===== src/rtl/clock_display_pkg.sv =====
// Shared definitions for the clock display scanner.
//   NUM_DIGITS  : number of multiplexed digits in a frame
//   digit_idx_t : digit slot index (0 = sec ones .. 3 = min tens)
//   SEG_*       : 7-segment patterns {g,f,e,d,c,b,a}, active-high
//   CODE_*      : special codes understood by seg7_encode
package clock_display_pkg;

  localparam int NUM_DIGITS = 4;

  typedef logic [1:0] digit_idx_t;

  localparam logic [6:0] SEG_0     = 7'h3F;
  localparam logic [6:0] SEG_1     = 7'h06;
  localparam logic [6:0] SEG_2     = 7'h5B;
  localparam logic [6:0] SEG_3     = 7'h4F;
  localparam logic [6:0] SEG_4     = 7'h66;
  localparam logic [6:0] SEG_5     = 7'h6D;
  localparam logic [6:0] SEG_6     = 7'h7D;
  localparam logic [6:0] SEG_7     = 7'h07;
  localparam logic [6:0] SEG_8     = 7'h7F;
  localparam logic [6:0] SEG_9     = 7'h6F;
  localparam logic [6:0] SEG_DASH  = 7'h40;
  localparam logic [6:0] SEG_BLANK = 7'h00;

  localparam logic [3:0] CODE_DASH = 4'd10;

endpackage


===== src/rtl/clock_display_scan_seg7_encode.sv =====
// seg7_encode: combinational digit code to 7-segment pattern.
//   code : 0..9 decimal digit, 10 dash, 11..15 blank
//   seg  : segments {g,f,e,d,c,b,a}, active-high
module seg7_encode
  import clock_display_pkg::*;
(
  input  logic [3:0] code,
  output logic [6:0] seg
);

  always_comb begin
    seg = SEG_BLANK;
    case (code)
      4'd0:      seg = SEG_0;
      4'd1:      seg = SEG_1;
      4'd2:      seg = SEG_2;
      4'd3:      seg = SEG_3;
      4'd4:      seg = SEG_4;
      4'd5:      seg = SEG_5;
      4'd6:      seg = SEG_6;
      4'd7:      seg = SEG_7;
      4'd8:      seg = SEG_8;
      4'd9:      seg = SEG_9;
      CODE_DASH: seg = SEG_DASH;
      default:   seg = SEG_BLANK;
    endcase
  end

endmodule


===== src/rtl/clock_display_scan.sv =====
// clock_display_scan: multiplexed 4-digit MM:SS 7-segment scanner.
// A prescaler divides clk into digit slots of SCAN_DIV cycles; a 2-bit
// index walks the four digits. The time is snapshotted once per frame so
// a frame never mixes old and new digits. The first cycle of every slot
// is blanked to suppress ghosting.
//   clk      : clock, rising edge
//   rst_n    : asynchronous active-low reset
//   sec_in   : binary seconds 0..59 (60..63 shown as dashes)
//   min_in   : binary minutes 0..59 (60..63 shown as dashes)
//   sec_tick : one-cycle pulse per second (blink source)
//   seg_out  : segments {g,f,e,d,c,b,a}, active-high, registered
//   dp_out   : decimal point, active-high, registered
//   dig_sel  : one-hot digit enable, bit0 sec ones .. bit3 min tens
// Build option: define CLOCK_DISPLAY_DP_BLINK_EN to blink the decimal point
// of the minute-ones digit (colon-style separator) on every sec_tick.
module clock_display_scan
  import clock_display_pkg::*;
#(
  parameter int SCAN_DIV = 1024
) (
  input  logic       clk,
  input  logic       rst_n,
  input  logic [5:0] sec_in,
  input  logic [5:0] min_in,
  input  logic       sec_tick,
  output logic [6:0] seg_out,
  output logic       dp_out,
  output logic [3:0] dig_sel
);

  localparam int             PW         = (SCAN_DIV > 1) ? $clog2(SCAN_DIV) : 1;
  localparam logic [PW-1:0]  PRESC_LAST = PW'(SCAN_DIV - 1);
  localparam digit_idx_t     IDX_LAST   = digit_idx_t'(NUM_DIGITS - 1);
  localparam digit_idx_t     IDX_DP     = digit_idx_t'(2);

  // Tens/ones split by restoring compare-subtract; valid for 0..59.
  function automatic logic [7:0] split_tens_ones(input logic [5:0] f);
    logic [5:0] r;
    logic [3:0] t;
    r = f;
    t = 4'd0;
    if (r >= 6'd40) begin r = r - 6'd40; t = t + 4'd4; end
    if (r >= 6'd20) begin r = r - 6'd20; t = t + 4'd2; end
    if (r >= 6'd10) begin r = r - 6'd10; t = t + 4'd1; end
    return {t, r[3:0]};
  endfunction

  logic [PW-1:0] presc_p0;
  digit_idx_t    idx_p0;
  logic [5:0]    snap_sec_p0;
  logic [5:0]    snap_min_p0;
  logic          presc_wrap;
  logic [7:0]    sec_split;
  logic [7:0]    min_split;
  logic          sec_bad;
  logic          min_bad;
  logic [3:0]    code;
  logic [6:0]    seg_nxt;
  logic          blank_slot;

  // Stage p0: prescaler, digit index and frame snapshot
  assign presc_wrap = (presc_p0 == PRESC_LAST);

  always_ff @(posedge clk or negedge rst_n) begin
    if (!rst_n) begin
      presc_p0    <= '0;
      idx_p0      <= '0;
      snap_sec_p0 <= '0;
      snap_min_p0 <= '0;
    end else begin
      presc_p0 <= presc_wrap ? '0 : presc_p0 + 1'b1;
      if (presc_wrap) begin
        idx_p0 <= idx_p0 + 1'b1;
        // Snapshot only on the frame boundary so every frame is coherent.
        if (idx_p0 == IDX_LAST) begin
          snap_sec_p0 <= sec_in;
          snap_min_p0 <= min_in;
        end
      end
    end
  end

  assign sec_split  = split_tens_ones(snap_sec_p0);
  assign min_split  = split_tens_ones(snap_min_p0);
  assign sec_bad    = (snap_sec_p0 >= 6'd60);
  assign min_bad    = (snap_min_p0 >= 6'd60);
  assign blank_slot = (presc_p0 == '0);

  always_comb begin
    code = CODE_DASH;
    case (idx_p0)
      2'd0:    code = sec_bad ? CODE_DASH : sec_split[3:0];
      2'd1:    code = sec_bad ? CODE_DASH : sec_split[7:4];
      2'd2:    code = min_bad ? CODE_DASH : min_split[3:0];
      default: code = min_bad ? CODE_DASH : min_split[7:4];
    endcase
  end

  seg7_encode u_enc (
    .code (code),
    .seg  (seg_nxt)
  );

  // Stage p1: registered outputs; digit enable and segments move together
  always_ff @(posedge clk or negedge rst_n) begin
    if (!rst_n) begin
      dig_sel <= '0;
      seg_out <= '0;
    end else if (blank_slot) begin
      dig_sel <= '0;
      seg_out <= '0;
    end else begin
      dig_sel <= 4'b0001 << idx_p0;
      seg_out <= seg_nxt;
    end
  end

`ifdef CLOCK_DISPLAY_DP_BLINK_EN
  logic blink_p0;

  always_ff @(posedge clk or negedge rst_n) begin
    if (!rst_n) begin
      blink_p0 <= 1'b0;
      dp_out   <= 1'b0;
    end else begin
      if (sec_tick) blink_p0 <= ~blink_p0;
      dp_out <= (!blank_slot && idx_p0 == IDX_DP) ? blink_p0 : 1'b0;
    end
  end
`else
  logic unused_sec_tick;
  logic unused_idx_dp;

  assign unused_sec_tick = sec_tick;
  assign unused_idx_dp   = ^IDX_DP;
  assign dp_out          = 1'b0;
`endif

endmodule


===== config.mk =====
export PLATFORM = sky130hd
export DESIGN_NAME = clock_display_scan
export DESIGN_NICKNAME = d
export VERILOG_FILES = /design/src/rtl/clock_display_pkg.sv /design/src/rtl/clock_display_scan_seg7_encode.sv /design/src/rtl/clock_display_scan.sv
export SDC_FILE = /design/constraint.sdc
export NUM_CORES = 1
export LEC_CHECK = 0
export ABC_AREA = 1
export CORE_MARGIN = 4
export CORE_UTILIZATION = 39
export CTS_CLUSTER_SIZE = 16
export DETAILED_ROUTE_END_ITERATION = 12
export PLACE_DENSITY_LB_ADDON = 0.25
export SLEW_MARGIN = 30
export SYNTH_ARGS = -nofsm -noshare
export SYNTH_HDL_FRONTEND = slang
export SYNTH_SLANG_ARGS = --single-unit

===== constraint.sdc =====
create_clock -name clk -period 3.3 [get_ports clk]
set_input_delay 0.33 -clock clk [delete_from_list [all_inputs] [get_ports clk]]
set_output_delay 0.33 -clock clk [all_outputs]
set_load 0.01 [all_outputs]

Word-level counts from Yosys, hierarchy flattened
Memory sizes are Yosys's and may differ from the RTL's.
Cells that the tools add are included.
{ "totals": {"reg_bits": 35, "rom_bits": 112, "in_bits": 15, "elab_cells": 55, "mem_count": 1} }
{ "mem_list": {"columns": ["memory", "depth", "word_bits", "read_ports", "rd_ports_with_merged_regs", "write_ports", "line", "source"], "rows": [
  ["(name not given)", 16, 7, 1, 0, 0, "clock_display_scan_seg7_encode.sv:13", "case (code)"]
]} }
{ "op_classes": {"addsub": 12, "magnitude_cmp": 8, "eq_ne": 4, "shift": 1, "mux": 20, "n_reduce_logical": 3} }
{ "op_table": {"columns": ["cell", "count"], "rows": [
  ["2-to-1 mux 4 bit", 11],
  ["greater-or-equal comparator 6 bit, second input constant", 4],
  ["2-to-1 mux 6 bit", 4],
  ["greater-or-equal comparator 6 x 4 -> 1 bit, second input constant", 2],
  ["greater-or-equal comparator 6 x 5 -> 1 bit, second input constant", 2],
  ["one-hot mux 4 bit (3 select lines)", 1],
  ["subtractor 6 x 5 -> 6 bit, second input constant", 2],
  ["subtractor 6 bit, second input constant", 2],
  ["adder 10 x 1 -> 10 bit, second input constant", 1],
  ["== test 10 bit, second input constant", 1],
  ["logical NOT 10 bit", 1],
  ["2-to-1 mux 10 bit", 1],
  ["adder 4 x 1 -> 4 bit, second input constant", 2],
  ["adder 4 x 2 -> 4 bit, second input constant", 2],
  ["subtractor 4 bit, second input constant", 2],
  ["2-to-1 mux 7 bit", 1],
  ["2-to-1 mux 3 bit", 2],
  ["== test 2 bit, second input constant", 2],
  ["left shift 1 x 2 -> 4 bit, first input constant", 1],
  ["adder 2 x 1 -> 2 bit, second input constant", 1],
  ["== test 2 x 1 -> 1 bit, second input constant", 1],
  ["logical NOT 2 bit", 1],
  ["AND reduction 2 bit", 1]
]} }

Logic depth before layout (Yosys ltp)
Gate-level depths: netlist of the first run.
An unclocked memory read counts as a cell.
{ "logic_depth": {"word_depth": 10, "mapped_depth": 24, "depth_no_buf": 24} }

Cells and area by module
A second synthesis of the first run with hierarchy kept.
{ "unflattened": {"hier_cells": 327, "area_unflattened_um2": 2469.9} }
{ "by_module_without_submodules": {"columns": ["module", "instances", "cells_per_inst", "area_each_um2", "seq_area_each_um2"], "rows": [
  ["clock_display_scan", 1, 287, 2254.7, 875.8],
  ["seg7_encode", 1, 40, 215.2, 0.0]
]} }

Least setup slack after synthesis of the first run
Ideal clock, no wire load.
{ "synth_timing": {"path_type": "register to register", "start": "register snap_sec_p0[5]", "end": "register seg_out[3]", "arrival_time_ps": 2535, "slack_ps": 696, "stages_incl_launch_ff": 21, "n_path_buf": 0, "period_less_slack_ps": 2604, "cell_sequence": "dfrtp_1 nand2_2 nand2_1 nand2_2 ha_1 nand2_1 nand2_1 nand2_4 nand2_4 o21ai_4 nand2_4 nand3_4 nand3_1 nand3_1 nand2_1 o21ai_0 inv_1 ha_1 nor2_1 nor2_1 nor2_2"} }
{ "synth_between": {"elab_chain_cells": 10, "elab_cells_between_ends": 20, "cone_classes": "add/sub: 5; order compare: 4; mux: 10; memory: 1"} }
{ "synth_lines": {"columns": ["item", "line", "source"], "rows": [
  ["start, declared", "clock_display_scan.sv:50", "logic [5:0] snap_sec_p0;"],
  ["start signal, assigned", "clock_display_scan.sv:76", "snap_sec_p0 <= sec_in;"],
  ["subtractor 6 bit or greater-or-equal comparator 6 bit (tied branches)", "clock_display_scan.sv:42", "if (r >= 6'd40) begin r = r - 6'd40; t = t + 4'd4; end"],
  ["2-to-1 mux 6 bit or 2-to-1 mux 3 bit (tied branches)", "clock_display_scan.sv:42", null],
  ["subtractor 6 x 5 -> 6 bit, or another cell as far along", "clock_display_scan.sv:43", "if (r >= 6'd20) begin r = r - 6'd20; t = t + 4'd2; end"],
  ["2-to-1 mux 6 bit or 2-to-1 mux 4 bit (tied branches)", "clock_display_scan.sv:43", null],
  ["greater-or-equal comparator 6 x 4 -> 1 bit, or another cell as far along", "clock_display_scan.sv:44", "if (r >= 6'd10) begin r = r - 6'd10; t = t + 4'd1; end"],
  ["2-to-1 mux 4 bit", "clock_display_scan.sv:44", null],
  ["2-to-1 mux 4 bit, on equally long branches", "clock_display_scan.sv:93, clock_display_scan.sv:92", null],
  ["one-hot mux 4 bit (3 select lines) *", "clock_display_scan.sv:91", "case (idx_p0)"],
  ["memory read (16 x 7 bit) *", null, null],
  ["2-to-1 mux 7 bit *", "clock_display_scan.sv:109", "end else if (blank_slot) begin"],
  ["end signal, assigned", "clock_display_scan.sv:114", "seg_out <= seg_nxt;"],
  ["end, declared", "clock_display_scan.sv:26", "output logic [6:0] seg_out,"]
]} }
Every way passes the cells marked *; elsewhere a longest branch is shown, timed or not.
A chain may end at the register's enable or synchronous reset.

Worst setup path after layout of the first run
Same ends and word-level chain as after synthesis.

==> out/results.txt, run 1 <==
Final Critical Period: 2.85 ns
vias per inst: 4.66
Tcrit/Tclk final: 0.864
H-tree depth reported by CTS: 2
Core ar.: 5990 um^2
total congestion overflow: 0
VDD IR max: 240 uV
most common library cells after synthesis: nand2_1, inv_1, nor2_1, dfrtp_1, nand3_1
Hold Path Class: input pin to asynchronous set/reset pin
Worst-path clk slew: 0.07 ns
Area Overhead vs Synth: 18.2%
CTS sink count: 35
ant diodes: 0
die area: 7570 um^2
placed cell area: 2770 um^2
Final setup viols: 0
Routed Wire Length: 4600 um
Root Driver: clkbuf_8
FF-to-FF Start: snap_sec_p0[5]
total track usage: 0.139
clock power share: 0.278
cell internal pwr: 855 uW
DRC Markers: 0
largest cells by area after synthesis: dfrtp_1, ha_1, nand2_1
First-pass DRT Iterations: 4
Final Non-Filler Cells: 426
Finished Cell Area: 2880 um^2
most common cell in the netlist: nand2_1
arrival time of the worst setup path: 3.08 ns
mean post-synth cell area: 7.63 um^2
Filler cells: 580
worst reg2reg path depth: 20
hold_buf cts: 0
final core occ: 0.480
CP endpoint kind: register
Synth async-reset ratio: 1.00
register area share after synthesis: 0.360
largest net degree at the start of global routing: 36
Fin Setup TNS: 0 ns
standard-cell rows: 28
wire per inst: 10.8 um
Crit Path Category: register to register
Yosys cell types: 33
synthesis-stage register bit count: 35
reg2reg setup slack: 0.45 ns
syn_nets: 354
cells after synthesis: 319
Pleak: 0.00148 uW
die height: 87.0 um
Final GP Congestion: 0.865
Pins Over Slew Limit: 0
switching share of power: 0.324
Synth top area share: 0.360
Hold Fails Final Rpt: 0
maxcap violations: 0
detailed-route via count: 1986
Post-Syn Area: 2430 um^2
maximum buffer depth of the clock tree: 2
Placed Cells: 418
I/O pins: 27
total CTS buffers: 5
clock latency on the worst-skew pair: 0.29 ns
Worst Skew: 0.00353 ns
Seq pwr share: 0.390
status: completed
reg2reg end: seg_out[3]
Post-synth top flop: dfrtp_1
EDFF count, synth: 0
Initial DRC Count: 51
Psw: 410 uW
layout cells sized above 1: 0.145
CTS tree: built
I/O Buffers: 24
Die X: 87.0 um
CP required: 3.53 ns
Combinational Power Share: 0.332
CP max FO: 7
starting density of the core: 0.406
DP HPWL: 3510 um
nets: 385
cell type with the largest total area after synthesis: dfrtp_1
initial antenna violation count: 0
P per Cell Area: 440 nW/um^2
WHS: 0.455 ns
number of global-route vias before repair: 2026
yosys warns: 0
Max Fclk: 351 MHz
global-route wire length before repair: 8540 um
Worst setup SP type: register
Routed Antenna Nets: 0
RSZ-0062 raised after global routing: no
-- state kept, by name, summed over array words and instances (netlist names) --
signal and count:
seg_out 7, idx_p0 2, snap_sec_p0 6, presc_p0 10, dig_sel 4, snap_min_p0 6
-- worst max-delay path by stage --
| stage | from | to | slack [ns] | depth (start not counted) |
|---|---|---|---|---|
| finish | snap_sec_p0[5] | seg_out[3] | 0.45 | 20 |
| global route | snap_min_p0[3] | seg_out[3] | 0.09 | 21 |
| CTS | snap_min_p0[3] | seg_out[3] | 0.38 | 19 |
| detailed placement | snap_min_p0[3] | seg_out[3] | 0.40 | 19 |
| global placement | snap_sec_p0[5] | seg_out[3] | 0.43 | 20 |
| floorplan | snap_sec_p0[5] | seg_out[3] | 0.70 | 20 |
-- layout make-up --
cell class                 instances  area (um^2)  area share
sequential                        35          876       0.304
tap                               75         93.8      0.0326
clock buffer                       7         96.3      0.0335
timing repair buffer              27          263      0.0913
inverter                          51          194      0.0674
clock inverter                     1         7.51     0.00261
multi-input combinational        230         1350       0.468
-- cell families (layout without fill, tap and decap cells) --
kind of cell | count (synthesis) | after routing | synth area share
and+or+nand+nor | 177 | 177 | 0.357
xor gates and xnor gates | 6 | 6 | 0.0216
DFF | 35 | 35 | 0.360
other | 1 | 1 | 0.00154
muxes | 2 | 2 | 0.00925
adders and majority gates | 20 | 20 | 0.103
buffers and inverters | 54 | 86 | 0.0868
AOI/OAI and AO/OA | 24 | 24 | 0.0612
-- layer usage --
layer  vias up  part of all wire  track usage
met5         -                 0            0
met2        21              0.48        0.240
li1       1058                 -            -
met1       902              0.47        0.168
met4         0             0.012       0.0510
met3         5             0.032       0.0322
-- critical path, cell delays in order (launching register included) --
cell,delay [ns]
dfrtp_1,0.49
nand2_2,0.09
nand2_1,0.09
nand2_2,0.11
ha_1,0.19
nand2_1,0.06
nand2_1,0.07
nand2_4,0.09
nand2_4,0.08
o21ai_4,0.18
nand2_4,0.09
nand3_4,0.08
nand3_1,0.07
nand3_1,0.08
nand2_1,0.05
o21ai_1,0.20
inv_1,0.14
ha_1,0.31
nor2_1,0.16
nor2_1,0.07
nor2_2,0.09
-- timing repair --
item | in CTS | in global routing
buffers inserted | 0 | 0
endpoints found under the setup margin | 0 | 2
gates resized for setup | 0 | 1
-- power groups by stage --
stage | clock, uW | combinational [uW] | sequential [uW]
2_1_floorplan | 0 | 253 | 525
4_1_cts | 365 | 426 | 494
3_3_place_gp | 0 | 418 | 502
6_report | 352 | 420 | 494
3_5_place_dp | 0 | 424 | 503
5_1_grt | 380 | 478 | 501
-- per-stage QoR --
step | total power, uW | setup slack [ns]
floorplan | 778 | 0.696
global placement | 921 | 0.428
detailed placement | 927 | 0.401
CTS | 1280 | 0.380
global route | 1360 | 0.0860
finish | 1270 | 0.447
-- layout by cell type (no fill, tap or decap), types with 7 or more instances in the layout --
cell type	count
ha_1	20
dfrtp_1	35
clkdlybuf4s50_1	24
inv_1	44
nor2_1	38
clkbuf_8	7
a21oi_1	15
nand3_1	28
nand2_1	66
nand2_2	15
Note: power is estimated with default switching activity, not from simulation.
==> inputs of run 2 (changes only) <==
Settings changed: CAP_MARGIN set to 20, CORE_UTILIZATION 39 to 40, DONT_BUFFER_PORTS set to 1.
==> out/results.txt, run 2 (synthesized netlist as in run 1, its figures left out) <==
Hold Path Depth: 1
min setup slack post-route: 0.402 ns (-0.0451 ns)
status: completed
Filler cells: 603 (+4.0%)
worst hold path endpoint: snap_sec_p0[5]
I/O pins: 27 (unchanged)
Combinational Power Share: 0.237 (-0.095)
Placed Cells: 393 (-6.0%)
total congestion overflow: 0 (unchanged)
min-delay src: sec_in[5]
Tcrit/Tclk final: 0.878 (+0.0137)
reg2reg end: seg_out[3]
Worst Skew: 0.00353 ns (+0.000000380 ns)
RSZ-0062 raised after global routing: no
Final Critical Period: 2.90 ns (+0.0451 ns)
CP endpoint kind: register
vias per inst: 4.72 (+1.3%)
nets: 362 (-6.0%)
Final GP Congestion: 0.847 (-2.1%)
Die X: 86.0 um (-1.1%)
Fin Setup TNS: 0 ns (unchanged)
CP required: 3.53 ns (about the same)
total track usage: 0.142 (+0.00236)
switching share of power: 0.312 (-0.0125)
largest net degree at the start of global routing: 36 (unchanged)
Core ar.: 5920 um^2 (-1.2%)
FF-to-FF Start: snap_sec_p0[5]
number of global-route vias before repair: 1972 (-2.7%)
Area Overhead vs Synth: 10.4%
Hold Fails Final Rpt: 0 (unchanged)
Hold Path Class: input pin to register
First-pass DRT Iterations: 4 (unchanged)
commonest non-fill, non-tap cell in the layout: nand2_1
most frequent cells in the layout: nand2_1, inv_1, nor2_1, dfrtp_1, nand3_1
CTS tree: built
critical path's slowest cell: dfrtp_1
global-route wire length before repair: 8350 um (-2.2%)
Initial DRC Count: 51 (unchanged)
Worst-path clk slew: 0.07 ns (about the same)
arrival time of the worst setup path: 3.13 ns (+0.05 ns)
clock power share: 0.359 (+0.081)
Crit Path Category: register to register
Final Non-Filler Cells: 403 (-5.4%)
layout cells sized above 1: 0.152 (+0.00714)
cell internal pwr: 890 uW (+4.0%)
clock latency on the worst-skew pair: 0.29 ns (about the same)
Root Driver: clkbuf_8
Max Fclk: 345 MHz (-1.6%)
maximum buffer depth of the clock tree: 2 (unchanged)
CP max FO: 7 (unchanged)
biggest regs: presc_p0 x10, seg_out x7
starting density of the core: 0.411 (+0.00481)
Crit path top cell by count: nand2_1
Pins Over Slew Limit: 0 (unchanged)
maxcap violations: 0 (unchanged)
Crit path largest cell delay: 0.49 ns (about the same)
CTS sink count: 35 (unchanged)
Routed Wire Length: 4650 um (+1.0%)
standard-cell rows: 28 (unchanged)
initial antenna violation count: 0 (unchanged)
I/O Buffers: 0 (-100%)
Placement Setup Slack: 0.343 ns (-0.0582 ns)
DP HPWL: 3480 um (-0.83%)
max FFs per register: 10 (unchanged)
die area: 7400 um^2 (-2.3%)
Seq pwr share: 0.404 (+0.014)
ant diodes: 0 (unchanged)
critical path, cell by cell: nand2_2, nand2_1, nand2_2, ha_1, nand2_1, nand2_1, nand2_4, nand2_4, o21ai_4, nand2_4, nand3_4, nand3_1, nand3_1, nand2_1, o21ai_1, inv_1, ha_1, nor2_1, nor2_1, nor2_2
Routed Antenna Nets: 0 (unchanged)
P per Cell Area: 481 nW/um^2 (+9.3%)
worst reg2reg path depth: 20 (unchanged)
die height: 86.0 um (-1.1%)
Worst setup SP type: register
Pleak: 0.00141 uW (-4.7%)
total CTS buffers: 5 (unchanged)
DRC Markers: 0 (unchanged)
VDD IR max: 227 uV (-5.6%)
H-tree depth reported by CTS: 2 (unchanged)
reg2reg setup slack: 0.40 ns (-0.05 ns)
most flop-heavy register: presc_p0
wire per inst: 11.5 um (+6.8%)
detailed-route via count: 1904 (-4.1%)
Psw: 403 uW (-1.8%)
Final setup viols: 0 (unchanged)
WHS: 0.189 ns (-0.266 ns)
==> run 2: worst max path at each step <==
stage                              start    endpoint  depth (start not counted)
final                     snap_sec_p0[5]  seg_out[3]                         20
after detailed placement  snap_min_p0[3]  seg_out[3]                         19
after global placement    snap_min_p0[3]  seg_out[3]                         19
after floorplan           snap_sec_p0[5]  seg_out[3]                         20
after CTS                 snap_min_p0[3]  seg_out[3]                         19
after global routing      snap_sec_p0[5]  seg_out[3]                         20
==> run 2: power by group through the flow <==
stage / sequential, uW / combinational [uW] / clock [uW]
detailed placement: 533 / 295 / 0
floorplan: 525 / 253 / 0
finish: 522 / 307 / 464
global placement: 532 / 291 / 0
CTS: 523 / 310 / 481
global route: 527 / 353 / 504
==> run 2: metrics by stage <==
stage,power (uW),area [um^2],utilization
6_report,1290,2690,0.454
5_1_grt,1380,2690,0.454
4_1_cts,1310,2690,0.454
3_5_place_dp,827,2530,0.427
3_3_place_gp,822,2530,0.427
2_1_floorplan,778,2430,-
==> run 2: critical path: cells and delay by family (launching register included) <==
kind,cells,cell delay (ns)
AO/OA/AOI/OAI,2,0.39
buffers and inverters,1,0.14
AND/OR/NAND/NOR,15,1.30
adder cells (fa/ha/maj),2,0.51
flip-flops,1,0.49
==> run 2: final cells by class <==
cell class | instances | area (um^2) | share of cell area
timing repair buffer | 4 | 45.0 | 0.0168
inverter | 51 | 194 | 0.0721
clock inverter | 2 | 60.1 | 0.0223
multi-input combinational | 230 | 1350 | 0.501
clock buffer | 6 | 72.6 | 0.0270
tap | 75 | 93.8 | 0.0349
sequential | 35 | 876 | 0.326
==> run 2: what timing repair did <==
item	4_1_cts	5_1_grt
buffers inserted	0	0
endpoints found under the setup margin	0	1
resized for setup	0	1
hold buffers	2	0
hold endpoints to repair	35	0
==> run 2: routing by layer <==
layer  up-vias  routed length, um  GRT usage
met5         -                  0          0
met1       868               2210      0.169
met4         0                 60     0.0547
li1       1010                  -          -
met3         6                126     0.0384
met2        20               2250      0.242
==> inputs of run 3 (changes only) <==
Settings changed: CORE_MARGIN 4 to not set, SKIP_LAST_GASP set to 1.
==> out/results.txt, run 3 (synthesized netlist as in run 1, its figures left out) <==
clock latency on the worst-skew pair: 0.29 ns (about the same)
die area: 6400 um^2 (-13%)
layout cells sized above 1: 0.155 (+0.00305)
Tcrit/Tclk final: 0.897 (+0.0184)
reg2reg end: seg_out[3]
Worst Path Buf+Inv: 1 (unchanged)
VDD IR max: 282 uV (+24%)
CP endpoint kind: register
Max Fclk: 338 MHz (-2.1%)
maximum buffer depth of the clock tree: 2 (unchanged)
First-pass DRT Iterations: 4 (unchanged)
number of global-route vias before repair: 1938 (-1.7%)
reg2reg setup slack: 0.34 ns (-0.06 ns)
biggest regs: presc_p0 x10, seg_out x7
max FFs per register: 10 (unchanged)
critical path's slowest cell: dfrtp_1
Worst setup SP type: register
Placed Cells: 393 (unchanged)
Crit path largest cell delay: 0.50 ns (about the same)
DP HPWL: 3340 um (-4.0%)
Crit path top cell by count: nand2_1
Final GP Congestion: 0.822 (-3.0%)
Pleak: 0.00140 uW (-1.1%)
critical path, cell by cell: nand2_2, nand2_1, nand2_2, ha_1, nand2_1, nand2_1, nand2_4, nand2_4, o21ai_4, nand2_4, nand3_4, nand3_1, nand3_1, nand2_1, o21ai_0, inv_1, ha_1, nor2_1, nor2_1, nor2_2
Final Critical Period: 2.96 ns (+0.0608 ns)
total chip power: 1180 uW (-8.9%)
CP max FO: 7 (unchanged)
Pins Over Slew Limit: 0 (unchanged)
CP required: 3.53 ns (about the same)
maxcap violations: 0 (unchanged)
Routed Wire Length: 4500 um (-3.3%)
Hold Path Depth: 1 (unchanged)
nets: 362 (unchanged)
vias per inst: 4.75 (+0.63%)
ant diodes: 0 (unchanged)
Final Non-Filler Cells: 403 (unchanged)
detailed-route via count: 1916 (+0.63%)
Root Driver: clkbuf_8
I/O pins: 27 (unchanged)
commonest non-fill, non-tap cell in the layout: nand2_1
Hold Path Class: input pin to register
measured slew at the worst slew-check pin: 0.489 ns
FF-to-FF Start: snap_sec_p0[5]
most flop-heavy register: presc_p0
min-delay src: sec_in[0]
die height: 80.0 um (-7.0%)
Hold Fails Final Rpt: 0 (unchanged)
max_slew headroom: 0.671
H-tree depth reported by CTS: 2 (unchanged)
initial antenna violation count: 0 (unchanged)
Area Overhead vs Synth: 9.25%
Placement Setup Slack: 0.370 ns (+0.0269 ns)
standard-cell rows: 28 (unchanged)
status: completed
Worst-path clk slew: 0.07 ns (about the same)
Routed Antenna Nets: 0 (unchanged)
Final setup viols: 0 (unchanged)
starting density of the core: 0.414 (+0.00245)
worst reg2reg path depth: 20 (unchanged)
min setup slack post-route: 0.341 ns (-0.0608 ns)
largest net degree at the start of global routing: 36 (unchanged)
RSZ-0062 raised after global routing: no
Worst Skew: 0.00417 ns (+0.000648 ns)
Initial DRC Count: 38 (-25%)
Post-CTS Setup Bufs: 0 (unchanged)
CTS sink count: 35 (unchanged)
I/O Buffers: 0 (unchanged)
Core ar.: 5890 um^2 (-0.59%)
CTS tree: built
Fin Setup TNS: 0 ns (unchanged)
total congestion overflow: 0 (unchanged)
most frequent cells in the layout: nand2_1, inv_1, nor2_1, dfrtp_1, nand3_1
total CTS buffers: 5 (unchanged)
Crit Path Category: register to register
arrival time of the worst setup path: 3.18 ns (+0.05 ns)
DRC Markers: 0 (unchanged)
CP delay by family, top: simple AND/OR/NAND/NOR gates
hold_buf cts: 2 (unchanged)
global-route wire length before repair: 8180 um (-2.0%)
wire per inst: 11.2 um (-3.3%)
worst hold path endpoint: snap_sec_p0[0]
P per Cell Area: 443 nW/um^2 (-7.9%)
Post-CTS Resized: 0 (unchanged)
Die X: 80.0 um (-7.0%)
total track usage: 0.164 (+0.0227)
-- run 3: cell count changes in the layout (fill, tap and decap cells not counted) --
cell and change:
clkbuf_1 -1, clkbuf_8 +2, bufinv_16 -2, o21ai_1 -1, clkinvlp_4 +1, o21ai_0 +1
-- run 3: layout make-up --
| cell class | count | area [um^2] |
|---|---|---|
| Fill cell | 608 | 3230 |
| Multi-Input combinational cell | 230 | 1350 |
| Sequential cell | 35 | 876 |
| Inverter | 51 | 194 |
| Clock buffer | 7 | 96.3 |
| Tap cell | 75 | 93.8 |
| Timing Repair Buffer | 4 | 45.0 |
| Clock inverter | 1 | 7.51 |
-- run 3: how the worst max path moves through the flow --
stage                   startpoint          to  slack [ns]  cells past startpoint
floorplan           snap_sec_p0[5]  seg_out[3]        0.70                     20
global placement    snap_sec_p0[5]  seg_out[3]        0.42                     20
detailed placement  snap_sec_p0[5]  seg_out[3]        0.37                     20
CTS                 snap_sec_p0[5]  seg_out[3]        0.34                     20
global route        snap_sec_p0[5]  seg_out[3]        0.02                     20
finish              snap_sec_p0[5]  seg_out[3]        0.34                     20
-- run 3: layer usage --
layer  vias up  global-route usage  part of all wire
met5         -                   0                 0
met4         0              0.0607             0.018
met3         9              0.0354             0.028
met2        19               0.288              0.48
met1       878               0.195              0.48
li1       1010                   -                 -
-- run 3: per-stage QoR --
stage	instance area [um^2]	hold slack, ns	utilization
after floorplan	2430	0.0344	-
after detailed placement	2530	0.0356	0.429
after CTS	2660	0.181	0.452
after global placement	2530	0.0355	0.429
after global routing	2660	0.172	0.452
final	2660	0.191	0.452
-- run 3: where the power goes --
group | switching (uW) | total [uW] | internal (uW)
registers | 43.7 | 521 | 477
clock network | 162 | 351 | 190
logic | 195 | 305 | 110
